[src/rtl/program_loader.sv]
`default_nettype none
// ============================================================================
// Module      : program_loader
// Description : Boot-time loader. Assembles 16-bit instructions from a byte
//               stream and writes them to program memory while holding the
//               core in reset. Optional feature macro: PROGRAM_LOADER_CHECKSUM_EN
//               (trailing XOR checksum byte, checked in a CHECK state).
// Revision    : 1.0 - initial release
// ============================================================================
module program_loader #(
    parameter logic [31:0] BASE_ADDR = 32'h0,
    parameter int unsigned ADDR_STEP = 2,
    parameter int unsigned MAX_INSTR = 1024
) (
    input  logic        clk_i,
    input  logic        reset_i,
    input  logic        byte_valid_i,
    input  logic [7:0]  byte_i,
    output logic        byte_ready_o,
    input  logic        reload_i,
    output logic        program_mem_write_en_o,
    output logic [15:0] instruction_o,
    output logic [31:0] instruction_addr_o,
    output logic        cpu_reset_o,
    output logic        load_done_o,
    output logic        load_error_o
);

    typedef enum logic [2:0] {
        S_LEN_LO   = 3'd0,
        S_LEN_HI   = 3'd1,
        S_INSTR_LO = 3'd2,
        S_INSTR_HI = 3'd3,
        S_WRITE    = 3'd4,
        S_RUN      = 3'd5,
        S_ERROR    = 3'd6,
        S_CHECK    = 3'd7
    } state_t;

    localparam logic [15:0] c_max_instr = 16'(MAX_INSTR);
    localparam logic [31:0] c_addr_step = 32'(ADDR_STEP);
`ifdef PROGRAM_LOADER_CHECKSUM_EN
    localparam state_t      c_done_state = S_CHECK;
`else
    localparam state_t      c_done_state = S_RUN;
`endif

    state_t      r_state;
    state_t      w_next_state;
    logic        w_ready;
    logic        w_accept;
    logic        w_reload;
    logic [15:0] w_count;
    logic [7:0]  r_count_lo;
    logic [15:0] r_remaining;
    logic [7:0]  r_lo;
    logic [15:0] r_instr;
    logic [31:0] r_next_addr;
    logic [31:0] r_addr_out;
`ifdef PROGRAM_LOADER_CHECKSUM_EN
    logic [7:0]  r_csum;
`endif

    assign w_accept = byte_valid_i & w_ready;
    assign w_reload = reload_i & ((r_state == S_RUN) | (r_state == S_ERROR));
    assign w_count  = {byte_i, r_count_lo};

    always_ff @(posedge clk_i) begin
        if (reset_i) begin
            r_state <= S_LEN_LO;
        end else begin
            r_state <= w_next_state;
        end
    end

    always_comb begin
        w_next_state = r_state;
        w_ready      = 1'b0;
        case (r_state)
            S_LEN_LO: begin
                w_ready = 1'b1;
                if (w_accept) w_next_state = S_LEN_HI;
            end
            S_LEN_HI: begin
                w_ready = 1'b1;
                if (w_accept) begin
                    if (w_count > c_max_instr)   w_next_state = S_ERROR;
                    else if (w_count == 16'd0)   w_next_state = c_done_state;
                    else                         w_next_state = S_INSTR_LO;
                end
            end
            S_INSTR_LO: begin
                w_ready = 1'b1;
                if (w_accept) w_next_state = S_INSTR_HI;
            end
            S_INSTR_HI: begin
                w_ready = 1'b1;
                if (w_accept) w_next_state = S_WRITE;
            end
            // Remaining still counts the instruction being written this cycle.
            S_WRITE: begin
                if (r_remaining == 16'd1) w_next_state = c_done_state;
                else                      w_next_state = S_INSTR_LO;
            end
            S_RUN, S_ERROR: begin
                if (reload_i) w_next_state = S_LEN_LO;
            end
`ifdef PROGRAM_LOADER_CHECKSUM_EN
            S_CHECK: begin
                w_ready = 1'b1;
                if (w_accept) w_next_state = (byte_i == r_csum) ? S_RUN : S_ERROR;
            end
`endif
            default: w_next_state = S_LEN_LO;
        endcase
    end

    always_ff @(posedge clk_i) begin
        if (reset_i) begin
            r_count_lo  <= 8'd0;
            r_remaining <= 16'd0;
            r_lo        <= 8'd0;
            r_instr     <= 16'd0;
            r_next_addr <= BASE_ADDR;
            r_addr_out  <= BASE_ADDR;
`ifdef PROGRAM_LOADER_CHECKSUM_EN
            r_csum      <= 8'd0;
`endif
        end else if (w_reload) begin
            r_count_lo  <= 8'd0;
            r_remaining <= 16'd0;
            r_next_addr <= BASE_ADDR;
            r_addr_out  <= BASE_ADDR;
`ifdef PROGRAM_LOADER_CHECKSUM_EN
            r_csum      <= 8'd0;
`endif
        end else begin
            if (w_accept) begin
`ifdef PROGRAM_LOADER_CHECKSUM_EN
                r_csum <= r_csum ^ byte_i;
`endif
                case (r_state)
                    S_LEN_LO:   r_count_lo  <= byte_i;
                    S_LEN_HI:   r_remaining <= w_count;
                    S_INSTR_LO: r_lo        <= byte_i;
                    // Output registers load here so they are valid during WRITE and hold afterwards.
                    S_INSTR_HI: begin
                        r_instr    <= {byte_i, r_lo};
                        r_addr_out <= r_next_addr;
                    end
                    default: ;
                endcase
            end
            if (r_state == S_WRITE) begin
                r_remaining <= r_remaining - 16'd1;
                r_next_addr <= r_next_addr + c_addr_step;
            end
        end
    end

    assign byte_ready_o           = w_ready;
    assign program_mem_write_en_o = (r_state == S_WRITE);
    assign instruction_o          = r_instr;
    assign instruction_addr_o     = r_addr_out;
    assign cpu_reset_o            = (r_state != S_RUN);
    assign load_done_o            = (r_state == S_RUN);
    assign load_error_o           = (r_state == S_ERROR);

endmodule
`default_nettype wire

[config.mk]
export PLATFORM = sky130hd
export DESIGN_NAME = program_loader
export DESIGN_NICKNAME = d
export VERILOG_FILES = /design/src/rtl/program_loader.sv
export SDC_FILE = /design/constraint.sdc
export NUM_CORES = 1
export LEC_CHECK = 0
export ABC_CLOCK_PERIOD_IN_PS = 2450
export CORE_MARGIN = 5
export CORE_UTILIZATION = 39
export DETAILED_ROUTE_END_ITERATION = 7
export PLACE_DENSITY = 0.59
export SLEW_MARGIN = 0
export SYNTH_ARGS = -nofsm -noshare
export SYNTH_HDL_FRONTEND = slang
export SYNTH_SLANG_ARGS = --single-unit
[constraint.sdc]
create_clock -name clk_i -period 2.45 [get_ports clk_i]
set_input_delay 0.245 -clock clk_i [delete_from_list [all_inputs] [get_ports clk_i]]
set_output_delay 0.245 -clock clk_i [all_outputs]
set_load 0.1 [all_outputs]
## Word level (Yosys, flattened, before mapping)

Index checks and enable logic that the tools add are counted.

- Shift operators: 0
- Bitwise operators: 4
- Reduce and logical (&&, ||, !) cells: 13
- Divide/modulo/power cells: 0
- Eq/ne operators: 13
- Multipliers: 0
- Muxes and demuxes: 13
- $add $sub $neg: 2
- $lt $le $gt $ge: 1

Operator list:

| kind | count |
|---|---|
| 16-bit 2-to-1 mux | 3 |
| 32-bit by 2-bit adder with 32-bit output, second input constant | 1 |
| 3-bit 2-to-1 mux | 8 |
| 3-bit one-hot mux with 6 select lines | 1 |
| 16-bit by 1-bit == test with 1-bit output, second input constant | 1 |
| 16-bit by 11-bit greater-than comparator with 1-bit output, second input constant | 1 |
| 16-bit logical NOT | 1 |
| 16-bit by 1-bit subtractor with 16-bit output, second input constant | 1 |
| 2-bit != test, second input constant | 5 |
| 3-bit == test, second input constant | 3 |
| 3-bit by 2-bit == test with 1-bit output, second input constant | 2 |
| 2-bit AND reduction | 3 |
| 3-bit AND reduction | 2 |
| 5-bit AND reduction | 1 |
| 2-bit nonzero test | 2 |
| 2-bit OR reduction | 2 |
| 4-bit OR reduction | 1 |
| 3-bit by 1-bit == test with 1-bit output, second input constant | 1 |
| 3-bit logical NOT | 1 |
| 3-bit != test, second input constant | 1 |
| 1-bit AND | 2 |
| 1-bit 2-to-1 mux | 1 |
| 1-bit inverter | 1 |
| 1-bit OR | 1 |

- Bits in writable memories: 0
- Memory bits (read-only): 0
- Logic and storage cells: 53
- Input port bits: 12
- Bits in registers: 115
- Memories: 0
- Latch bits: 0
- Output and inout port bits: 53

## Longest topological paths before layout

Gate-level depths: netlist of the first run.

- Word-level depth: 6
- Depth in mapped cells: 7

## Worst setup path after synthesis of the first run

No wires, ideal clock.

- Path kind: flip-flop to output port
- From: register r_state[0]
- To: output load_done_o
- Required time: 2.205 ns
- Stages on the path, launching flop included: 5
- Arrival time: 2.504 ns
- Path slack: -0.299 ns
- Cells stage by stage: dfxtp_1 > buf_6 > clkbuf_1 > nand3b_1 > inv_1

- Word-level cells in the longest chain between the ends: 1

Ends and longest elaborated chain:

| element | RTL line | RTL |
|---|---|---|
| start: declaration | 48 | `state_t r_state;` |
| start signal: assignment | 72 | `r_state <= w_next_state;` |
| 3-bit == test | 166 | `assign load_done_o = (r_state == S_RUN);` |
| end: declaration | 25 | `output logic load_done_o,` |

Every way passes these cells.

## Final worst setup path of the first run

- From: register r_next_addr[8]
- To: register r_next_addr[26]

- Word-level cells in the longest chain between the ends: 1

Ends and longest elaborated chain:

| element | RTL line | RTL |
|---|---|---|
| start: declaration | 58 | `logic [31:0] r_next_addr;` |
| start signal: assignment | 156 | `r_next_addr <= r_next_addr + c_addr_step;` |
| 32-bit by 2-bit adder with 32-bit output | 156 |  |

Every way passes these cells.
A chain may end at the register's enable or synchronous reset.

==> results of run 1 <==
## power by group
part           switching, W  total (W)  internal, W
sequential        0.0000484    0.00194      0.00189
combinational      0.000277   0.000440     0.000164
clock              0.000826    0.00253      0.00170
total               0.00115    0.00491      0.00376
## worst max-delay path by stage
stage | startpoint | to | slack, ns
after floorplan | r_state[0] | load_done_o | -0.001
after global placement | r_next_addr[8] | r_next_addr[30] | 0.41
after detailed placement | r_next_addr[8] | r_next_addr[26] | 0.37
after CTS | r_next_addr[8] | r_next_addr[26] | 0.34
after global routing | r_next_addr[4] | r_next_addr[26] | 0.21
final | r_next_addr[8] | r_next_addr[26] | 0.34
## per-stage QoR
stage                     setup TNS (ns)  setup WS (ns)  hold slack (ns)  power (W)
after CTS                              0          0.339            0.453    0.00496
after floorplan                 -0.00114       -0.00114            0.381    0.00226
final                                  0          0.339            0.449    0.00491
after global routing                   0          0.212            0.468    0.00510
after global placement                 0          0.413            0.439    0.00241
after detailed placement               0          0.367            0.442    0.00241
## logic make-up (layout without fill, tap and decap cells)
kind of cell / after synthesis / after routing / share of synthesized area (%)
muxes: 9 / 9 / 1.87
buffers and inverters: 53 / 126 / 4.54
xor gates and xnor gates: 12 / 12 / 2.16
and+or+nand+nor: 272 / 272 / 27.4
AOI/OAI and AO/OA: 139 / 139 / 16.8
DFF: 113 / 113 / 46.4
adders and majority gates: 3 / 3 / 0.770
other: 1 / 1 / 0.0769
## metal layers
layer / vias up / track usage [%]
met5: - / 0
li1: 2257 / -
met4: 0 / 7.14
met1: 2086 / 22.1
met3: 28 / 5.25
met2: 128 / 28.3
## worst max-delay path, cell delays in order (launching register included)
cell     delay (ns)
dfxtp_1        0.45
nand4_2        0.18
or4_1          0.53
buf_4          0.22
or4_1          0.52
a21oi_1        0.15
## Yosys cell counts (3+ instances only)
cell,instances
a21oi_1,83
nor4_1,11
nor2_1,32
or3_1,11
or2_2,3
mux2i_1,8
nand4_1,9
xor2_1,3
o211ai_1,5
nor3_1,4
o22ai_1,3
o31ai_1,16
nand2_1,135
nand3_1,18
a31oi_1,10
clkbuf_1,29
nor3b_1,4
o311ai_0,3
dfxtp_1,113
buf_2,3
buf_1,7
and4_1,4
xnor2_1,9
o21ai_0,8
inv_1,10
or4_1,19
ha_1,3
nand2b_1,4
## registers in the layout, indices dropped and copies added, names as in the netlist
signal              cells
r_state                 3
r_next_addr            31
r_remaining            16
r_lo                    8
r_count_lo              8
instruction_o          16
instruction_addr_o     31
## cell type report
cell class,instances,share of cell area [%]
Clock inverter,8,2.02
Sequential cell,113,36.2
Timing Repair Buffer,83,11.4
Clock buffer,24,7.86
Multi-Input combinational cell,436,38.5
Tap cell,168,3.36
Inverter,11,0.720
==> reports/metrics.cfg, run 1 <==
[setup_path]
cp.arrival_ns = 2.45
regToRegSetupSlack_ns = 0.34
rr_worst_depth = 5
path_class = reg -> reg
crit_required_ns = 2.79
r2r-end = r_next_addr[26]
regToRegStartpoint = r_next_addr[8]
crit_path_start_kind = flip-flop
crit_fanout = 26
endpoint_kind = flip-flop

[route]
wl_per_cell_um = 15.1
vias = 4499
ant_nets = 0
m1WireLength_mm = 5.86
wl_met2_mm = 5.85
top_layer = met4
finalWirelength_mm = 12.7
viasPerCell = 5.34
drt_iter0_drc = 238
drc = 0
dr.pass1.iters = 4
dr_wl_met3_um = 725

[synth]
yosys_warnings = 0
synth_nets = 617
synth_area_leaders = dfxtp_1 (46%), nand2_1 (10%), a21oi_1 (8.5%)
ys_seq_area_share_pct = 46.4
async_flop_share_pct = 0
synth-edff-count = 0
synth_area_um2 = 4880
ys.flop_type = dfxtp_1
yosysTopAreaCellShare_pct = 46.4
ys_ff_latch = 113
yosys.area.top_type = dfxtp_1
synth_cell_types = 55
synthCells = 602
avgSynthCellArea_um2 = 8.10

[run_status]
outcome = complete, no violations

[clock_network]
postCtsHoldBufs = 0
cts_buffer_depth = 2
h-tree-depth = 4
postCtsSetupBuffers = 0
cts_sinks = 113
clk_latency_ns = 0.41
cts_tree = built
cts_resized = 0
ctsRootBufferMaster = clkbuf_16
cts.clk_slew.worst_paths_ns = 0.05
cts_buffers = 17

[floorplanning]
die_area_um2 = 14800
core_area_um2 = 12100
die_x_um = 122
ios = 65
start_util_pct = 40.3
fp.dieH_um = 122
num_rows = 40

[finish]
layout_common_cells = nand2_1 (135), dfxtp_1 (112), a21oi_1 (83), buf_4 (67), nor2_1 (32)
diodes = 0
utilization_pct = 51.7
syn2layout_area_growth_pct = 28.4
final_cell_area_um2 = 6260
drive_gt1_share_pct = 16.6
final_nets = 677
fin_cells = 843
multiInputGateArea_um2 = 2410
layout_commonest_cell = nand2_1
seqCellArea_um2 = 2260
fillers = 1176

[global_route]
grt_max_degree = 65
grt_pass1_vias = 4190
grt_pass1_wl_mm = 20.6
track_usage_pct = 17.6
grt_overflow = 0
antenna_found_initial = 0

[placement]
numPortBuffers = 63
dpl_cell_area_um2 = 5640
gp_congestion = 0.893
placed_cells = 811
dp_hpwl_mm = 8.70

[sta]
tightestPinTransition_ns = 0.602
hold_viol = 0
max_freq_ghz = 0.474
setup_violations = 0
max_slew_margin_pct = 59.5
rsz0062_at_grt = false
fin_crit_ns = 2.11
slew_violations = 0
fin_crit_sh_pct = 86.2
clock_skew_ns = 0.00653

[hold_path]
min_path_type = reg -> reg
hold_start = r_lo[5]
worst_hold_path.endpoint = instruction_o[5]
min_path_cells = 2

[power]
p_leak_nw = 2.14
power-per-cell-area_nw_per_um2 = 785
peakVddDrop_mv = 0.428

[run]
drv_cap = 0

No activity file was read; power rests on OpenSTA's default activity.
==> run 2, diff against run 1 <==
--- a/config.mk
+++ b/config.mk
@@ -9,7 +9,7 @@
 export CORE_MARGIN = 5
 export CORE_UTILIZATION = 39
 export DETAILED_ROUTE_END_ITERATION = 7
-export PLACE_DENSITY = 0.59
+export PLACE_DENSITY_LB_ADDON = 0.3
 export SLEW_MARGIN = 0
 export SYNTH_ARGS = -nofsm -noshare
 export SYNTH_HDL_FRONTEND = slang
==> run 2 against run 1 <==
Net effect: setup slack got worse by 0.078 ns; final area decreased by 0.82%; sequential cell count unchanged; power decreased by 4.6%; sequential share of layout area increased by 0.30 points; sequential power about the same; critical endpoint is now program_mem_write_en_o; highest routed layer unchanged.
==> reports/metrics.cfg, run 2 (synthesized netlist as in run 1, its figures left out) <==
[clock_network]
cts_buffers = 17  ; unchanged
postCtsHoldBufs = 0  ; unchanged
clk_latency_ns = 0.41  ; about the same
cts_sinks = 113  ; unchanged
ctsRootBufferMaster = clkbuf_16
cts_tree = built
h-tree-depth = 4  ; unchanged
cts_buffer_depth = 2  ; unchanged
cts_resized = 0  ; unchanged
cts.clk_slew.worst_paths_ns = 0.05  ; about the same
postCtsSetupBuffers = 0  ; unchanged

[floorplanning]
ios = 65  ; unchanged
core_area_um2 = 12100  ; unchanged
fp.dieH_um = 122  ; unchanged
die_area_um2 = 14800  ; unchanged
die_x_um = 122  ; unchanged
num_rows = 40  ; unchanged
start_util_pct = 40.3  ; unchanged

[sta]
clock_skew_ns = 0.00964  ; +0.00311 ns
fin_crit_ns = 2.19  ; +0.0784 ns
max_freq_ghz = 0.457  ; -3.6%
tightestPinTransition_ns = 0.659  ; +0.0565 ns
setup_violations = 0  ; unchanged
fin_crit_sh_pct = 89.4  ; +3.2 points
max_slew_margin_pct = 55.7  ; -3.8 points
rsz0062_at_grt = false
slew_violations = 0  ; unchanged
hold_viol = 0  ; unchanged
whs_ns = 0.452  ; +0.00373 ns

[route]
ant_nets = 0  ; unchanged
vias = 4552  ; +1.2%
viasPerCell = 5.38  ; +0.82%
drc = 0  ; unchanged
drt_iter0_drc = 347  ; +46%
dr.pass1.iters = 5  ; +1
wl_per_cell_um = 14.8  ; -2.2%
finalWirelength_mm = 12.5  ; -1.8%

[finish]
diodes = 0  ; unchanged
final_nets = 680  ; +0.44%
seqCellArea_um2 = 2260  ; unchanged
drive_gt1_share_pct = 17.1  ; +0.52 points
layout_commonest_cell = nand2_1
syn2layout_area_growth_pct = 27.3
utilization_pct = 51.2  ; -0.42 points
layout_common_cells = nand2_1 (135), dfxtp_1 (112), a21oi_1 (83), buf_4 (72), nor2_1 (32)
final_cell_area_um2 = 6210  ; -0.82%
multiInputGateArea_um2 = 2410  ; unchanged
fillers = 1170  ; -0.51%

[setup_path]
crit_top_cell = buf_4
r2r-end = r_next_addr[26]
crit_required_ns = 2.20  ; -0.59 ns
rr_worst_depth = 5  ; unchanged
regToRegSetupSlack_ns = 0.36  ; +0.02 ns
critPathSlowestCell = or3b_1
cp_num_buf_inv = 4  ; +3
critPathMaxStageDelay_ns = 0.42  ; -0.11 ns
cp.arrival_ns = 1.94  ; -0.51 ns
crit_fanout = 17  ; -35%
crit_path_start_kind = flip-flop
regToRegStartpoint = r_next_addr[8]
crit_chain = or3b_1 > buf_4 > clkinv_1 > buf_4 > buf_12
endpoint_kind = output pin
path_class = reg -> out
critPathTopFamily = buffers and inverters

[power]
power-per-cell-area_nw_per_um2 = 755  ; -3.8%
p_leak_nw = 2.13  ; -0.65%
peakVddDrop_mv = 0.366  ; -14%

[global_route]
grt_pass1_vias = 4393  ; +4.8%
antenna_found_initial = 0  ; unchanged
grt_max_degree = 48  ; -26%
track_usage_pct = 17.5  ; -0.16 points
grt_overflow = 0  ; unchanged
grt_pass1_wl_mm = 20.9  ; +1.3%

[hold_path]
min_path_cells = 2  ; unchanged
min_path_type = reg -> reg
hold_start = instruction_addr_o[15]
worst_hold_path.endpoint = instruction_addr_o[15]

[run]
drv_cap = 0  ; unchanged

[placement]
dpl_cell_area_um2 = 5640  ; about the same
numPortBuffers = 63  ; unchanged
dp_hpwl_mm = 8.55  ; -1.7%
gp_congestion = 0.879  ; -1.6%

[run_status]
outcome = complete, no violations

run 2: cell types whose count changed in the layout (fill, tap and decap cells not counted):
cell / previous run / this run
buf_12: 5 / 3
buf_4: 67 / 72
bufinv_16: 3 / 1
clkbuf_1: 3 / 2
clkinv_2: 1 / 4
run 2: stage by stage:
step                instances  worst slack [ns]  power [W]   TNS, ns
CTS                       846             0.241    0.00473         0
floorplan                 602          -0.00114    0.00226  -0.00114
global route              846             0.167    0.00486         0
detailed placement        814             0.310    0.00240         0
finish                    846             0.261    0.00468         0
global placement          814             0.351    0.00240         0
run 2: worst register-to-register path, cell delays in order, from the launching register on:
cell and delay (ns):
dfxtp_1 0.43, nand4_2 0.17, or4_1 0.53, buf_4 0.22, or4_1 0.52, a21oi_1 0.15
run 2: worst max-delay path by stage:
stage          cells after the start                      to       start  slack (ns)
4_1_cts                            5  program_mem_write_en_o  r_state[1]        0.24
5_1_grt                            5  program_mem_write_en_o  r_state[1]        0.17
3_5_place_dp                       6              r_state[2]   byte_i[0]        0.31
6_report                           5  program_mem_write_en_o  r_state[1]        0.26
3_3_place_gp                       6              r_state[2]   byte_i[0]        0.35
2_1_floorplan                      4             load_done_o  r_state[0]      -0.001
run 2: layer usage:
metal  wire length (µm)  global-route usage (%)
met5                  0                       0
met4                158                    6.30
met3                774                    4.64
met2               5900                    28.2
met1               5650                    22.4
run 2: power by group:
group | switching [W] | internal [W]
logic | 0.000267 | 0.000160
clock network | 0.000819 | 0.00149
registers | 0.0000559 | 0.00189
total | 0.00114 | 0.00354
run 2: layout make-up:
cell class,instances,share of cell area [%]
Timing Repair Buffer,86,11.4
Inverter,11,0.726
Clock buffer,23,7.86
Tap cell,168,3.39
Clock inverter,9,1.31
Multi-Input combinational cell,436,38.8
Sequential cell,113,36.5
